[config.mk]
export PLATFORM = sky130hd
export DESIGN_NAME = uart_tx_ctrl
export DESIGN_NICKNAME = d
export VERILOG_FILES = /design/src/rtl/uart_tx_ctrl.sv
export SDC_FILE = /design/constraint.sdc
export NUM_CORES = 1
export LEC_CHECK = 0
export ABC_CLOCK_PERIOD_IN_PS = 1700
export BUFFER_PORTS_ARGS = -buffer_cell sky130_fd_sc_hd__clkbuf_2
export CAP_MARGIN = 20
export CORE_AREA = 2 2 49 51
export DETAILED_ROUTE_END_ITERATION = 10
export DIE_AREA = 0 0 51 53
export GPL_ROUTABILITY_DRIVEN = 0
export PLACE_DENSITY = 0.7
export SLEW_MARGIN = 20
export SYNTH_ARGS = -nofsm -noshare
export SYNTH_HDL_FRONTEND = slang
export SYNTH_SLANG_ARGS = --single-unit
[constraint.sdc]
create_clock -name CLK -period 1.7 [get_ports CLK]
set_clock_uncertainty 0.2 [all_clocks]
set_input_delay 0.34 -clock CLK [delete_from_list [all_inputs] [get_ports CLK]]
set_output_delay 0.34 -clock CLK [all_outputs]
set_load 0.005 [all_outputs]
[src/rtl/uart_tx_ctrl.sv]
// UART transmitter control: latches a byte, sequences start/data/parity/stop, one clock per bit.
// Optional macro UART_TX_B2B_EN lets a new frame be accepted in STOP with no idle gap.
module uart_tx_ctrl #(
  parameter int DATA_WIDTH = 8
) (
  input  logic                  CLK,
  input  logic                  RST,
  input  logic [DATA_WIDTH-1:0] P_DATA,
  input  logic                  DATA_VALID,
  input  logic                  PAR_EN,
  input  logic                  PAR_TYP,
  output logic                  ser_data,
  output logic [1:0]            mux_sel,
  output logic                  par_bit,
  output logic                  busy
);

  localparam int CNT_W = $clog2(DATA_WIDTH);
  localparam logic [CNT_W-1:0] LAST_BIT = CNT_W'(DATA_WIDTH - 1);

  typedef enum logic [2:0] {
    S_IDLE,
    S_START,
    S_DATA,
    S_PARITY,
    S_STOP
  } state_e;

  state_e                state_q, state_d;
  logic [DATA_WIDTH-1:0] shift_q, shift_d;
  logic [CNT_W-1:0]      cnt_q, cnt_d;
  logic                  par_bit_q, par_bit_d;
  logic                  par_en_q, par_en_d;
  logic                  accept;

  // NOTE: sequential state uses non-blocking assignments so every flop samples pre-edge values.
  always_ff @(posedge CLK) begin
    if (RST) begin
      state_q   <= S_IDLE;
      shift_q   <= '0;
      cnt_q     <= '0;
      par_bit_q <= 1'b0;
      par_en_q  <= 1'b0;
    end else begin
      state_q   <= state_d;
      shift_q   <= shift_d;
      cnt_q     <= cnt_d;
      par_bit_q <= par_bit_d;
      par_en_q  <= par_en_d;
    end
  end

  // NOTE: every always_comb output gets a default first so no path can infer a latch.
  always_comb begin
    state_d   = state_q;
    shift_d   = shift_q;
    cnt_d     = cnt_q;
    par_bit_d = par_bit_q;
    par_en_d  = par_en_q;
    accept    = 1'b0;
    case (state_q)
      S_IDLE:  accept = DATA_VALID;
      S_START: begin
        state_d = S_DATA;
        cnt_d   = '0;
      end
      S_DATA: begin
        shift_d = shift_q >> 1;
        cnt_d   = cnt_q + CNT_W'(1);
        if (cnt_q == LAST_BIT) state_d = par_en_q ? S_PARITY : S_STOP;
      end
      S_PARITY: state_d = S_STOP;
      S_STOP: begin
        state_d = S_IDLE;
`ifdef UART_TX_B2B_EN
        accept  = DATA_VALID;
`endif
      end
      default: state_d = S_IDLE;
    endcase
    // Acceptance overrides the per-state update; PAR_TYP only matters here.
    if (accept) begin
      state_d   = S_START;
      shift_d   = P_DATA;
      par_en_d  = PAR_EN;
      par_bit_d = (^P_DATA) ^ PAR_TYP;
    end
  end

  always_comb begin
    mux_sel = 2'd1;
    case (state_q)
      S_START:  mux_sel = 2'd0;
      S_DATA:   mux_sel = 2'd2;
      S_PARITY: mux_sel = 2'd3;
      default:  mux_sel = 2'd1;
    endcase
    busy     = (state_q != S_IDLE);
    ser_data = shift_q[0];
    par_bit  = par_bit_q;
  end

endmodule

==> metrics <==
status finished with violations; failing checks setup timing; worst hold path class input pin to flip-flop; syn_nets 98; Clock Tree Root clkbuf_4; Synth area leader dfxtp_1; clock-pin transition on the worst setup and hold timing paths 0.09 ns; CP delay by family, top simple AND/OR/NAND/NOR gates; CTS Hold Buffers Added 0; core region area 2150 µm²; Final period util 1.02; Synth area leaders dfxtp_1 39%, a22oi_1 6.4%, a21oi_1 5.5%; share of the synthesized area in the top cell type 0.393; Seq cells post-synth 16; syn avg cell area 9.83 µm²; RSZ-0062 raised after global routing yes; slowest cell on the critical path or3_1; worst slew pin tran 0.349 ns; crit-path max FO 5; Worst-Skew Late Latency 0.28 ns; maximum VDD drop 0.445 mV; Port-buffer cells 17; synthesized area 816 µm²; Tmin final 1.74 ns; max_slew headroom 0.767; setup TNS -0.0399 ns; H-tree levels 1; logic gate share of total power 0.229; Row Count 17; Hold Violations, Final 0; GR Overflow Total 0; clock sinks 16; leakage 0.447 nW; die width 51 µm; WP data arrival 1.20 ns; switching power 0.226 mW; post-route antenna net violation count 0; Non-Filler Instances 134; Cell variety after synth 29; Initial Util 0.380; Total Routing Usage GR 0.143; met3 global-route usage 0.0311; Die Y 53 µm; TritonCTS buffer count 3; # placed instances 127; Worst setup SP type flip-flop; final number of max-transition violations 0; Cells after Synth 83; yosys warns 0; hpwl dp 1210 µm; Clock Tree Buf Depth 2; die area 2700 µm²; vias in the first global route 692; pin count of the biggest net entering global routing 18; required time of the critical path 1.16 ns; final wirelength 1630 µm; Diodes inserted 0; fin nets 122; DRT Pass-1 Iters 4; critical path's largest stage delay 0.36 ns; area delta synth->final 24.2%; Clk network pwr share 0.287; final setup violation count 1; initial antenna violation count 0; Seq/Total Area, Yosys 0.393; global-route wire length before repair 2800 µm; met2 Use GR 0.249; CTS tree yes; drt drc 0; CP Capture Type output pin; DR iter-0 viols 10; GR peak layer met2; final worst slack -0.0399 ns; routed len/inst 12.1 µm; Pint 0.637 mW; number of top-level pins 18; Fill cells 222; critical path class flip-flop to output pin; MaxCap Viol Count 0; sequential power share 0.484; CP Buf/Inv Count 2; crit-path cells buf_6, or3_1, clkbuf_2; M1 GR Usage 0.155; layout cells sized above 1 0.349; Sw Share 0.262; Via density 5.12; power density over cell area 851 nW/µm²; Achievable Freq 575 MHz; via count 686
[cell usage in the layout, fill, tap and decap left out, types with 3 or more instances in the layout]
master     n
a22oi_1    7
buf_4      4
a21oi_1    9
nand2_1    9
dfxtp_2    3
nor2_1     6
clkbuf_4   3
clkbuf_2  17
buf_6      3
dfxtp_1   13
mux2i_1    4
[final cells by class]
| cell class | count | area (µm²) | area share |
|---|---|---|---|
| Multi-Input combinational cell | 59 | 442 | 0.436 |
| Sequential cell | 16 | 324 | 0.320 |
| Tap cell | 28 | 35.0 | 0.0346 |
| Clock buffer | 4 | 36.3 | 0.0358 |
| Timing Repair Buffer | 25 | 169 | 0.167 |
| Inverter | 2 | 7.51 | 0.00741 |
[sequential cells by signal (all words and copies together), names as in the netlist]
name,flops
cnt_q,3
par_bit,1
par_en_q,1
shift_q,8
state_q,3
[final timing paths]
path               from    endpoint  slack, ns  cells after the start
max          state_q[2]        busy      -0.04                      3
min              PAR_EN    par_en_q       0.08                      3
max reg2reg  state_q[1]     par_bit       0.06                      4
min reg2reg  shift_q[1]  shift_q[1]       0.27                      2
[cell usage after synthesis]
library cell  instances
a211oi_1              2
a21oi_1               9
a22oi_1               7
buf_2                 1
buf_6                 3
clkbuf_1              2
dfxtp_1              16
ha_1                  2
inv_1                 2
mux2i_1               4
nand2_1               9
nand2b_1              1
nand3_1               2
nand3b_1              1
nand4b_1              1
nor2_1                6
nor2b_1               1
nor3_1                1
nor3_2                1
nor3b_1               1
nor3b_2               1
nor4b_4               1
o211ai_2              1
or3_1                 1
or4b_1                1
xnor2_1               2
xnor3_1               1
xnor3_2               1
xor2_1                2
[metal layers]
layer	routed length (µm)	part of all wire
met1	700	0.43
met2	801	0.49
met3	81	0.050
met4	42	0.026
met5	0	0
[repair_timing]
| action | in CTS | in global routing |
|---|---|---|
| setup buffers | 2 | 1 |
| gates resized for setup | 6 | 0 |
| pin swaps | 1 | 1 |
| endpoints found under the setup margin | 2 | 4 |
[power by group through the flow]
stage | clock [mW] | combinational (mW) | sequential [mW]
after floorplan | 0 | 0.133 | 0.423
after global placement | 0 | 0.184 | 0.424
after detailed placement | 0 | 0.188 | 0.425
after CTS | 0.258 | 0.197 | 0.418
after global routing | 0.278 | 0.218 | 0.421
final | 0.248 | 0.197 | 0.418
[worst min-delay path: stages]
cell,delay (ns)
clkbuf_2,0.08
nand2_1,0.05
a21oi_1,0.05
[per-stage QoR]
| stage | total power [mW] | hold slack [ns] | area (µm²) | util | setup slack, ns |
|---|---|---|---|---|---|
| CTS | 0.873 | 0.0750 | 1010 | 0.468 | -0.0576 |
| global placement | 0.608 | 0.247 | 940 | 0.437 | 0.0647 |
| finish | 0.862 | 0.0781 | 1010 | 0.472 | -0.0399 |
| detailed placement | 0.613 | 0.255 | 940 | 0.437 | 0.0347 |
| global route | 0.917 | 0.0800 | 1010 | 0.472 | -0.0983 |
| floorplan | 0.555 | 0.236 | 816 | - | 0.0815 |
[cells by family (layout without fill, tap and decap cells)]
family,count (synthesis),count (layout),share of synthesized area
simple gates,28,28,0.209
compound gates,19,19,0.153
flops,16,16,0.393
buf+inv,8,31,0.0659
xor+xnor,6,6,0.0997
mux,4,4,0.0491
fa+ha+maj,2,2,0.0307
Power figures use the tool's default switching activity.
